`src/rtl/irq_timer_if.sv`:
```
// Bridge-side register bus and interrupt line of irq_timer.
interface irq_timer_if;
    logic [31:2] Addr;
    logic        WE;
    logic [31:0] Din;
    logic [31:0] Dout;
    logic        IRQ;

    modport master (output Addr, WE, Din, input Dout, IRQ);
    modport slave  (input Addr, WE, Din, output Dout, IRQ);
endinterface

```
`src/rtl/irq_timer.sv`:
```
// Programmable down-counting interrupt timer with one-shot and auto-reload modes.
// Optional 8-bit prescaler at offset 3 when IRQ_TIMER_PRESCALE_EN is defined.
module irq_timer (
    input  logic       clk,
    input  logic       reset,
    irq_timer_if.slave bus
);
    typedef enum logic [1:0] {IDLE, LOAD, CNT, INT} state_t;

    state_t      state, state_nxt;
    logic [3:0]  ctrl;
    logic [31:0] preset;
    logic [31:0] count, count_nxt;
    logic        flag, flag_nxt;
    logic        en_clr;
    logic        step;
    logic [1:0]  sel;
    logic        wr_ctrl, wr_preset;
    logic        unused_addr;

    assign sel         = bus.Addr[3:2];
    assign wr_ctrl     = bus.WE && (sel == 2'd0);
    assign wr_preset   = bus.WE && (sel == 2'd1);
    assign unused_addr = ^bus.Addr[31:4];

`ifdef IRQ_TIMER_PRESCALE_EN
    logic [7:0] psc, psc_cnt, psc_cnt_nxt;
    logic       wr_psc;

    assign wr_psc = bus.WE && (sel == 2'd3);
    // >= keeps the tick alive if PSC is lowered below the running prescale count
    assign step   = (psc_cnt >= psc);

    always_comb begin
        psc_cnt_nxt = psc_cnt;
        if (state == LOAD)
            psc_cnt_nxt = 8'd0;
        else if (state == CNT && ctrl[0])
            psc_cnt_nxt = step ? 8'd0 : psc_cnt + 8'd1;
    end

    always_ff @(posedge clk or negedge reset) begin
        if (!reset) begin
            psc     <= 8'd0;
            psc_cnt <= 8'd0;
        end else begin
            psc_cnt <= psc_cnt_nxt;
            if (wr_psc)
                psc <= bus.Din[7:0];
        end
    end
`else
    assign step = 1'b1;
`endif

    always_comb begin
        state_nxt = state;
        count_nxt = count;
        flag_nxt  = flag;
        en_clr    = 1'b0;
        case (state)
            IDLE: if (ctrl[0]) state_nxt = LOAD;
            LOAD: begin
                count_nxt = preset;
                state_nxt = CNT;
            end
            CNT: begin
                if (!ctrl[0])
                    state_nxt = IDLE;
                else if (step) begin
                    if (count != 32'd0)
                        count_nxt = count - 32'd1;
                    else begin
                        flag_nxt  = 1'b1;
                        state_nxt = INT;
                    end
                end
            end
            INT: begin
                // MODE 1x behaves as one-shot
                if (ctrl[2:1] == 2'b01) begin
                    flag_nxt  = 1'b0;
                    state_nxt = LOAD;
                end else begin
                    en_clr    = 1'b1;
                    state_nxt = IDLE;
                end
            end
        endcase
        if (wr_ctrl)
            flag_nxt = 1'b0;
    end

    always_ff @(posedge clk or negedge reset) begin
        if (!reset) begin
            state  <= IDLE;
            ctrl   <= 4'd0;
            preset <= 32'd0;
            count  <= 32'd0;
            flag   <= 1'b0;
        end else begin
            state <= state_nxt;
            count <= count_nxt;
            flag  <= flag_nxt;
            // a bus write to CTRL overrides the one-shot EN clear
            if (wr_ctrl)
                ctrl <= bus.Din[3:0];
            else if (en_clr)
                ctrl[0] <= 1'b0;
            if (wr_preset)
                preset <= bus.Din;
        end
    end

    always_comb begin
        bus.Dout = 32'd0;
        case (sel)
            2'd0: bus.Dout = {28'd0, ctrl};
            2'd1: bus.Dout = preset;
            2'd2: bus.Dout = count;
`ifdef IRQ_TIMER_PRESCALE_EN
            2'd3: bus.Dout = {24'd0, psc};
`else
            2'd3: bus.Dout = 32'd0;
`endif
        endcase
    end

    assign bus.IRQ = flag & ctrl[3];
endmodule

```
`src/flat_wrapper.sv`:
```
// flat-port wrapper written by rule: the top's interface ports become plain ports
module irq_timer_flat 
  (clk, reset, bus_Addr, bus_WE, bus_Din, bus_Dout, bus_IRQ);
  irq_timer_if bus_i ();
  input  logic clk;
  input  logic reset;
  input wire logic [$bits(bus_i.Addr)-1:0] bus_Addr;
  input wire logic [$bits(bus_i.WE)-1:0] bus_WE;
  input wire logic [$bits(bus_i.Din)-1:0] bus_Din;
  output wire logic [$bits(bus_i.Dout)-1:0] bus_Dout;
  output wire logic [$bits(bus_i.IRQ)-1:0] bus_IRQ;
  assign bus_i.Addr = bus_Addr;
  assign bus_i.WE = bus_WE;
  assign bus_i.Din = bus_Din;
  assign bus_Dout = bus_i.Dout;
  assign bus_IRQ = bus_i.IRQ;
  irq_timer u_core (.clk(clk), .reset(reset), .bus(bus_i));
endmodule
```
`config.mk`:
```
export PLATFORM = sky130hd
export DESIGN_NAME = irq_timer_flat
export DESIGN_NICKNAME = d
export VERILOG_FILES = /design/src/rtl/irq_timer_if.sv /design/src/rtl/irq_timer.sv /design/src/flat_wrapper.sv
export SDC_FILE = /design/constraint.sdc
export NUM_CORES = 1
export LEC_CHECK = 0
export BUFFER_PORTS_ARGS = -buffer_cell sky130_fd_sc_hd__buf_2
export CAP_MARGIN = 20
export CORE_UTILIZATION = 44
export CTS_CLUSTER_SIZE = 14
export DETAILED_ROUTE_END_ITERATION = 8
export PLACE_DENSITY = 0.73
export SYNTH_ARGS = -nofsm -noshare
export SYNTH_HDL_FRONTEND = slang
export SYNTH_SLANG_ARGS = --single-unit
```
`constraint.sdc`:
```
create_clock -name clk -period 2.8 [get_ports clk]
set_clock_uncertainty 0.1 [all_clocks]
set_input_delay 0.14 -clock clk [delete_from_list [all_inputs] [get_ports clk]]
set_output_delay 0.14 -clock clk [all_outputs]
set_load 0.1 [all_outputs]
```
# Word level (Yosys, flattened, before mapping)
# Cells that the tools add are included.
[totals]
ff_bits = 71
input_bits = 65
out_inout_bits = 33
word_cells = 51
[classes]
add_sub_neg = 1
n_eq_ne = 14
muxes = 18
bitwise_logic = 1
reduce_logical = 11
[op_table]
columns = ["operator", "n"]
rows = [
  ["32-bit case mux with 4 select lines", 1],
  ["32-bit two-way mux", 2],
  ["32-bit case mux with 2 select lines", 1],
  ["32-bit nonzero test", 1],
  ["32-bit by 1-bit subtractor with 32-bit output, second input constant", 1],
  ["1-bit two-way mux", 9],
  ["2-bit equality test, second input constant", 4],
  ["2-bit case mux with 4 select lines", 1],
  ["2-bit by 1-bit equality test with 1-bit output, second input constant", 3],
  ["2-bit two-way mux", 3],
  ["2-bit by 1-bit inequality test with 1-bit output, second input constant", 3],
  ["3-bit by 1-bit inequality test with 1-bit output, second input constant", 2],
  ["2-bit zero test", 2],
  ["4-bit AND reduction", 1],
  ["2-bit nonzero test", 2],
  ["3-bit by 2-bit inequality test with 1-bit output, second input constant", 1],
  ["3-bit inequality test, second input constant", 1],
  ["3-bit AND reduction", 1],
  ["3-bit nonzero test", 1],
  ["1-bit logical AND", 2],
  ["1-bit case mux with 2 select lines", 1],
  ["2-bit AND reduction", 1],
  ["1-bit AND", 1],
]

# Longest topological paths before layout
# Gate-level depths: netlist of run 1.
[depth]
ltp_word = 5
depth_mapped = 9
mapped_depth_nobuf = 8

# Worst setup path after synthesis of run 1
# OpenSTA, ideal clock, no wires.
[synth_path]
kind = "register -> output"
from = "register u_core.ctrl[0]"
to = "output port bus_Dout[0]"
t_arrival_ps = 2852
required_time_ps = 2560
setup_slack_ps = -292
stages_incl_launch_ff = 4
n_path_buf = 1
cell_sequence = "dfrtp_1 -> clkbuf_1 -> mux2i_1 -> o21ai_0"
[synth_via]
elab_chain_cells = 1
[synth_rtl]
columns = ["item", "line_no", "source"]
rows = [
  ["from (decl)", "irq_timer.sv:11", "logic [3:0] ctrl;"],
  ["from (signal assigned)", "irq_timer.sv:107", "ctrl <= bus.Din[3:0];"],
  ["32-bit case mux with 4 select lines", "irq_timer.sv:117", "case (sel)"],
  ["to (decl)", "flat_wrapper.sv:10", "output wire logic [$bits(bus_i.Dout)-1:0] bus_Dout;"],
]
# No other way between the ends.

# Worst setup path after layout of run 1
[layout_path]
from = "register u_core.count[12]"
to = "register u_core.count[6]"
[layout_via]
elab_chain_cells = 3
[layout_rtl]
columns = ["item", "line_no", "source"]
rows = [
  ["from (decl)", "irq_timer.sv:13", "logic [31:0] count, count_nxt;"],
  ["from (signal assigned)", "irq_timer.sv:103", "count <= count_nxt;"],
  ["32-bit nonzero test", "irq_timer.sv:71", "if (count != 32'd0)"],
  ["2-bit by 1-bit inequality test with 1-bit output (no line)", "n/a", ""],
  ["3-bit AND reduction (no line)", "n/a", ""],
]
# No other way between the ends.
# A chain may end at the register's enable or synchronous reset.

==> results of run 1 <==
==> layout make-up <==
type                       instances  share of cell area
clock buffer                      11              0.0285
clock inverter                     5              0.0151
inverter                          11             0.00776
multi-input combinational        306               0.415
sequential                        71               0.334
tap                              108              0.0254
timing repair buffer             134               0.175
==> sequential cells by signal, summed over array words and instances, names as in the netlist <==
register,count
u_core.ctrl,4
u_core.count,32
u_core.preset,32
u_core.state,2
u_core.flag,1
==> routing by layer <==
metal	routed length (um)	part of all wire	vias to the layer above	GRT usage
met4	228	0.020	0	0.103
li1	-	-	1801	-
met5	0	0	-	0
met2	5390	0.48	160	0.385
met1	4850	0.43	1893	0.314
met3	723	0.065	23	0.0518
==> kinds of logic after synthesis <==
family	share of synthesized area
AO/OA/AOI/OAI	0.251
AND/OR/NAND/NOR	0.151
flip-flops	0.431
multiplexers	0.108
buffers and inverters	0.0422
adder cells (fa/ha/maj)	0.0152
XOR/XNOR	0.00213
==> what timing repair did <==
item / in CTS / in global routing
pin swaps: 0 / 3
setup endpoints to repair: 4 / 15
gates resized for setup: 0 / 3
endpoints found under the hold margin: 65 / 0
hold buffers: 33 / 0
buffers inserted: 0 / 0
gates cloned: 1 / 1
==> stage by stage <==
step	util	TNS, ns	instances
floorplan	-	0	414
global placement	0.532	0	595
detailed placement	0.532	-0.0156	595
CTS	0.596	0	645
global route	0.598	-0.00592	646
finish	0.598	0	646
==> cell usage after synthesis (3+ instances only) <==
cell	count	area (sq um)
a21oi_1	27	135
a21oi_2	7	61.3
a22o_1	30	263
a22oi_1	3	22.5
a2bb2oi_1	7	61.3
a2bb2oi_2	3	45.0
a31oi_1	5	31.3
and3_1	3	18.8
buf_1	6	22.5
buf_6	3	33.8
clkbuf_1	17	63.8
dfrtp_1	71	1780
ha_1	5	62.6
inv_1	11	41.3
mux2_2	34	383
mux2i_1	6	60.1
nand2_1	33	124
nand3_1	10	50.1
nand4_1	4	25.0
nor2_1	22	82.6
nor2b_1	3	18.8
nor3_1	8	40.0
nor4_1	6	37.5
o21a_1	4	30.0
o21ai_0	26	130
o22a_1	3	26.3
o22ai_1	13	81.3
or2_2	4	25.0
or3_1	8	50.1
or4_1	3	22.5
==> placed cells by master (no fill, tap or decap), drive strengths merged, types with 2 or more instances in the layout <==
cell type	count
a22oi	3
clkbuf	11
nand2	33
o21ai	26
a31oi	5
mux2	34
o22a	3
o2bb2ai	2
buf	101
nand3	10
or3	9
nand4	4
nor2b	3
dfrtp	71
o21a	4
o22ai	13
o32ai	2
clkinvlp	2
nor4	8
ha	5
or2	5
and3	3
a21oi	34
or4	4
nor2	22
dlygate4sd3	33
nor3	8
o31a	4
inv	11
nand2b	2
mux2i	6
a22o	30
a2bb2oi	10
bufinv	2
==> worst max path at each step <==
stage | startpoint | end | slack, ns | cells past startpoint
after floorplan | u_core.count[0] | u_core.count[29] | 0.12 | 8
after global placement | u_core.count[0] | u_core.count[30] | 0.07 | 8
after detailed placement | u_core.count[0] | u_core.count[31] | -0.02 | 8
after CTS | u_core.count[0] | u_core.count[8] | 0.009 | 8
after global routing | u_core.count[0] | u_core.count[30] | -0.006 | 9
final | u_core.count[12] | u_core.count[6] | 0.03 | 6
==> critical path: cells and delay by family (launching register included) <==
family / cells / cell delay, ns
AND/OR/NAND/NOR: 3 / 1.39
flip-flops: 1 / 0.43
AO/OA/AOI/OAI: 3 / 0.73
==> report_power, final <==
part	total [mW]	switching, mW	internal [mW]
clock network	0.954	0.406	0.548
registers	1.78	0.372	1.40
logic	3.56	2.21	1.35
total	6.29	2.99	3.30
==> reports/results.tsv, run 1 <==
metric	value	unit
worst hold slack	0.175	ns
initial antenna violation count	0	
Via density	6.00	
ANT cells	0	
CP max-delay cell	or4_4	
sequential element share of the synthesized area	0.431	
CORE AREA	8890	sq um
Max VDD drop	0.000570	V
hold endpoint	u_core.flag	
ys flop type	dfrtp_1	
Final Max Slew Viols	0	
number of synthesized register bits	71	
critical path class	reg -> reg	
Area Overhead vs Synth	29.1	%
R2R setup slack	0.03	ns
final RePlAce weighted congestion	0.839	
Chip Height	98.8	um
Reg2Reg Depth	6	
Clock Sinks	71	
worst slew margin relative to its limit	0.487	
crit path DAT	2.92	ns
Data required, critical path	2.95	ns
area of the multi-input gates	2210	sq um
full die area	9750	sq um
Filler cells	732	
fin crit period	2.77	ns
FF+latch area	1780	sq um
Post-Syn Area	4120	sq um
fin nets	603	
drt initial violations	217	
Post-synth EDFFs	0	
Power per Cell Area	1180	nW/um^2
Initial Util	0.463	
worst-path fanout max	7	
worst min path class	in -> reg	
pre-CTS WS	-0.0156	ns
Fin. Hold Viols	0	
syn_nets	484	
First-pass DRT Iterations	5	
first-pass GRT wire length	18600	um
R2R Path Start	u_core.count[12]	
Detailed Place HPWL	7130	um
Critical R2R Capture	u_core.count[6]	
max_cap viols	0	
Port-buffer cells	69	
slack of the critical path	0.0271	ns
CTS tree	yes	
Cells after Synth	414	
Async SR Flop Fraction	1.00	
gr usage total	0.240	
highest clock rate	361	MHz
Worst-Skew Late Latency	0.37	ns
leakage power	2.33	nW
Worst-Margin Slew	0.767	ns
worst stage delay on the critical path	0.59	ns
warnings from Yosys	0	
Final setup viols	0	
Critical Path Source Type	flop	
layout cells sized above 1	0.338	
largest net degree at the start of global routing	63	
final WL	11200	um
status	finished clean	
I/O pin count	98	
final cycle utilization of the critical path	0.990	
hold path cells	3	
vias in the first global route	3870	
CTS Buf Count	9	
remaining antenna violation count	0	
worst min-delay path startpoint	bus_WE	
Netlist cell types	56	
Die W	98.8	um
Longest Clk Path Bufs	2	
H-tree depth	3	
grt ovf	0	
fin area	5320	sq um
Cell Area, Placed	4730	sq um
site row count	34	
CTS clk-pin slew, worst paths	0.08	ns
Mapped Avg Cell Area	9.95	sq um
root buffer cell	clkbuf_8	
crit-path cells	or4_4 -> or2_2 -> or3_4 -> o31a_2 -> a21oi_1 -> a21oi_2	
Vias	3877	
DRC	0	
Final Total Pwr	6.29	mW
Setup crit end kind	flop	
wire per inst	17.3	um
Power figures use the tool's default switching activity.
==> inputs of run 2 (changes only) <==
Settings changed: ABC_AREA set to 1, PLACE_DENSITY 0.73 to 0.72.
==> run 2 against run 1 <==
  * Synthesized area up 12%
  * First-iteration DRC count grew 48%
  * Critical endpoint is now u_core.count[15]
  * Worst setup slack gained 0.46 ns
  * Highest routed layer unchanged
  * Wire length increased by 16%
  * Worst hold slack better by 0.036 ns
==> reports/results.tsv, run 2 <==
metric	value	unit
status	finished clean	
Setup crit end kind	flop	
Hold-fix buffers, CTS	34	
Fin. Hold Viols	0	
Vias	4660	
Cells after Synth	657	
full die area	10900	sq um
Critical Path Source Type	flop	
worst min-delay path startpoint	bus_Addr[0]	
Data required, critical path	2.95	ns
Final Max Slew Viols	0	
commonest cells after routing, fill and taps aside	nand2_1, nor2_1, dfrtp_1	
Reg2Reg Depth	8	
remaining antenna violation count	0	
I/O pin count	98	
Async SR Flop Fraction	1.00	
Cell Area, Placed	5190	sq um
hold endpoint	u_core.flag	
crit path DAT	2.47	ns
root buffer cell	clkbuf_8	
ys flop type	dfrtp_1	
pre-CTS WS	0.528	ns
site row count	37	
Final setup viols	0	
grt ovf	0	
CTS tree	yes	
Final Total Pwr	6.24	mW
worst-path fanout max	17	
fin crit period	2.32	ns
largest net degree at the start of global routing	39	
worst hold slack	0.211	ns
post-CTS setup buffers	0	
Post-Syn Area	4630	sq um
CTS clk-pin slew, worst paths	0.08	ns
Critical R2R Capture	u_core.count[15]	
fin cells	900	
slack of the critical path	0.484	ns
top-count cell post-synth	nand2_1	
Worst-Margin Slew	0.811	ns
largest registers	u_core.count (32), u_core.preset (32), u_core.ctrl (4)	
initial antenna violation count	0	
Longest Clk Path Bufs	2	
top cells by count, synth	nand2_1, nor2_1, dfrtp_1, inv_1, o21ai_0	
warnings from Yosys	0	
number of synthesized register bits	71	
Die W	105	um
wire per inst	14.4	um
R2R setup slack	0.48	ns
largest area contributor in the netlist	dfrtp_1	
worst slew margin relative to its limit	0.459	
worst min path class	in -> reg	
Chip Height	105	um
hold path cells	5	
commonest non-fill, non-tap cell in the layout	nand2_1	
setup TNS	0	ns
Via density	5.18	
R2R Path Start	u_core.state[0]	
DRC	0	
Max VDD drop	0.000794	V
final cycle utilization of the critical path	0.827	
Post-synth EDFFs	0	
Netlist cell types	29	
sequential element share of the synthesized area	0.384	
Detailed Place HPWL	9260	um
Worst-Skew Late Latency	0.38	ns
syn_nets	727	
critical path class	reg -> reg	
first-pass GRT wire length	21600	um
H-tree depth	3	
post-CTS resize count	0	
Post-Route Utilization	0.563	
vias in the first global route	4567	
gr usage total	0.251	
First-pass DRT Iterations	5	
Area Overhead vs Synth	24.9	%
final RePlAce weighted congestion	0.911	
final WL	13000	um
CTS Buf Count	9	
post-synth top area share	0.384	
fin nets	829	
Mapped Avg Cell Area	7.05	sq um
Clock Sinks	71	
Initial Util	0.451	
drt initial violations	321	
RSZ-0062 raised after global routing	no	
Port-buffer cells	69	
layout cells sized above 1	0.208	
top cells by area, synth	dfrtp_1, nand2_1, nor2_1	
Power per Cell Area	1080	nW/um^2
highest clock rate	432	MHz
leakage power	2.91	nW
fin area	5790	sq um
max_cap viols	0	
placed insts	849	
ANT cells	0	
CORE AREA	10300	sq um
run 2: power breakdown:
group	total (mW)	switching, mW	internal (mW)	leakage (nW)
combinational	3.50	2.46	1.04	1.94
clock	0.964	0.414	0.550	0.114
sequential	1.78	0.396	1.38	0.853
total	6.24	3.27	2.98	2.91
run 2: area by class of cell:
type	instances	area (sq um)
multi-input cells	492	2460
clock inverters	3	65.1
fillers	1013	4490
inverters	72	270
repair buffers	113	881
clock buffers	13	159
well taps	136	170
flip-flops and latches	71	1780
run 2: worst max-delay path by stage:
stage / slack [ns] / start / endpoint / depth (start not counted)
3_5_place_dp: 0.53 / u_core.state[0] / u_core.count[15] / 8
4_1_cts: 0.51 / u_core.state[0] / u_core.count[15] / 8
2_1_floorplan: -0.04 / bus_Addr[1] / bus_Dout[15] / 5
5_1_grt: 0.29 / u_core.state[0] / u_core.count[15] / 8
3_3_place_gp: 0.54 / u_core.state[0] / u_core.count[15] / 8
6_report: 0.48 / u_core.state[0] / u_core.count[15] / 8
run 2: critical path, cell delays in order (launching register included):
cell and delay, ns:
dfrtp_1 0.40, inv_1 0.14, ha_1 0.38, clkinv_1 0.55, buf_4 0.39, nand2_1 0.07
nand2_1 0.06, nand2_2 0.07, o21ai_2 0.04
run 2: routing by layer:
metal,up-vias,GRT usage,part of all wire
li1,2300,-,-
met1,2213,0.322,0.45
met2,129,0.415,0.49
met3,18,0.0418,0.045
met4,0,0.115,0.022
met5,-,0,0
run 2: kinds of logic (layout without fill, tap and decap cells):
logic type	after synthesis	in the layout	share of synthesized area
AO/OA/AOI/OAI	95	95	0.122
adder cells (fa/ha/maj)	5	5	0.0135
buffers and inverters	94	201	0.0843
flip-flops	71	71	0.384
multiplexers	19	19	0.0462
AND/OR/NAND/NOR	373	373	0.351
==> inputs of run 3 (changes only) <==
Clock period 2.8 ns to 2 ns, I/O delays scaled along.
==> run 3 against run 2 <==
  * Clock-buffer cell count did not move
  * Design area rose by 8.6%
  * Register-to-register slack got worse by 0.37 ns
  * Sequential cell count did not move
  * Maximum frequency rose by 23%
  * Global-route usage rose by 0.17 points
  * Worst setup slack got worse by 0.37 ns
  * Highest routed layer unchanged
  * Largest power group unchanged
  * Power rose by 48%
  * Wire length rose by 0.76%
  * Combinational power rose by 61%
  * Critical path type unchanged
  * Cell count rose by 3.0%
  * Die area did not move
==> reports/results.tsv, run 3 (synthesized netlist as in run 2, its figures left out) <==
metric	value	unit
drt initial violations	268	
worst-path fanout max	13	
status	finished clean	
Die W	105	um
Port-buffer cells	69	
Post-Route Utilization	0.611	
slack of the critical path	0.112	ns
grt ovf	0	
Clock Sinks	71	
switch share	0.508	
Final Max Slew Viols	0	
remaining antenna violation count	0	
pre-CTS WS	0.131	ns
Power per Cell Area	1470	nW/um^2
initial antenna violation count	0	
largest registers	u_core.count (32), u_core.preset (32), u_core.ctrl (4)	
Via density	5.18	
Pint	4.54	mW
final WL	13100	um
Setup crit end kind	flop	
Initial Util	0.451	
highest clock rate	530	MHz
DRC	0	
Data required, critical path	2.15	ns
Longest Clk Path Bufs	2	
Cell Area, Placed	5720	sq um
switching pwr	4.68	mW
worst min path class	in -> reg	
root buffer cell	clkbuf_8	
Final setup viols	0	
final RePlAce weighted congestion	0.914	
CTS tree	yes	
largest net degree at the start of global routing	72	
CTS clk-pin slew, worst paths	0.07	ns
area of the multi-input gates	2570	sq um
Detailed Place HPWL	9530	um
First-pass DRT Iterations	7	
ANT cells	0	
max_cap viols	0	
Worst-Margin Slew	0.494	ns
wire per inst	14.1	um
critical path class	reg -> reg	
post-CTS setup buffers	0	
Critical Path Source Type	flop	
I/O pin count	98	
RSZ-0062 raised after global routing	yes	
first-pass GRT wire length	21800	um
fin area	6280	sq um
fin crit period	1.89	ns
worst slew margin relative to its limit	0.673	
vias in the first global route	4689	
layout cells sized above 1	0.267	
H-tree depth	3	
fin nets	856	
commonest cells after routing, fill and taps aside	nand2_1, nor2_1, dfrtp_1	
Vias	4804	
Filler cells	950	
FF+latch area	1780	sq um
CORE AREA	10300	sq um
leakage power	3.12	nW
top routing layer used	met4	
Max VDD drop	0.00108	V
share of power burned in registers	0.256	
Fin. Hold Viols	0	
combinational share of power	0.612	
site row count	37	
commonest non-fill, non-tap cell in the layout	nand2_1	
met2 wire length	6290	um
crit path DAT	2.04	ns
clock share of power	0.132	
placed insts	877	
full die area	10900	sq um
Worst-Skew Late Latency	0.36	ns
routed wl met3	695	um
Area Overhead vs Synth	35.7	%
CTS Buf Count	9	
fin cells	927	
M1 wire length	5750	um
final cycle utilization of the critical path	0.944	
gr usage total	0.253	
Chip Height	105	um
-- run 3: layout make-up --
| type | instances | area share |
|---|---|---|
| repair buffers | 140 | 0.204 |
| well taps | 136 | 0.0271 |
| clock inverters | 3 | 0.00637 |
| inverters | 72 | 0.0430 |
| multi-input cells | 492 | 0.410 |
| flip-flops and latches | 71 | 0.283 |
| clock buffers | 13 | 0.0269 |
-- run 3: worst paths after layout --
kind | to | startpoint | cells after the start | slack [ns]
setup / recovery | u_core.count[29] | u_core.state[0] | 8 | 0.11
hold / removal | u_core.flag | bus_Addr[0] | 5 | 0.15
setup reg to reg | u_core.count[29] | u_core.state[0] | 8 | 0.11
hold reg to reg | u_core.preset[3] | u_core.preset[3] | 2 | 0.39
max in group asynchronous | u_core.preset[2] | reset | 3 | 1.29
min in group asynchronous | u_core.preset[19] | reset | 3 | 0.20
-- run 3: repair_timing --
| action | in CTS | in global routing |
|---|---|---|
| resized for setup | 0 | 6 |
| endpoints found under the hold margin | 108 | 0 |
| hold buffers | 34 | 0 |
| endpoints found under the setup margin | 0 | 22 |
-- run 3: per-stage QoR --
stage	hold slack (ns)	TNS, ns	power [mW]
floorplan	-0.296	-7.53	6.37
global placement	0.0581	0	7.76
detailed placement	0.0613	0	7.92
CTS	0.126	0	9.21
global route	0.172	-0.0450	9.90
finish	0.153	0	9.22
-- run 3: power by group through the flow --
stage / sequential [mW] / clock, mW / combinational (mW)
after detailed placement: 2.37 / 0 / 5.55
final: 2.36 / 1.21 / 5.65
after global routing: 2.41 / 1.29 / 6.19
after floorplan: 2.32 / 0 / 4.04
after global placement: 2.35 / 0 / 5.41
after CTS: 2.34 / 1.25 / 5.62
-- run 3: worst max-delay path, cell delays in order, from the launching register on --
cell      delay (ns)
dfrtp_1         0.40
inv_1           0.14
ha_1            0.26
clkinv_1        0.32
buf_4           0.31
nand2_1         0.09
nand2_1         0.06
nand2_1         0.05
nand2_1         0.05
-- run 3: routing by layer --
layer	track usage	vias to the layer above
li1	-	2344
met1	0.321	2279
met2	0.431	154
met3	0.0281	27
met4	0.119	0
met5	0	-
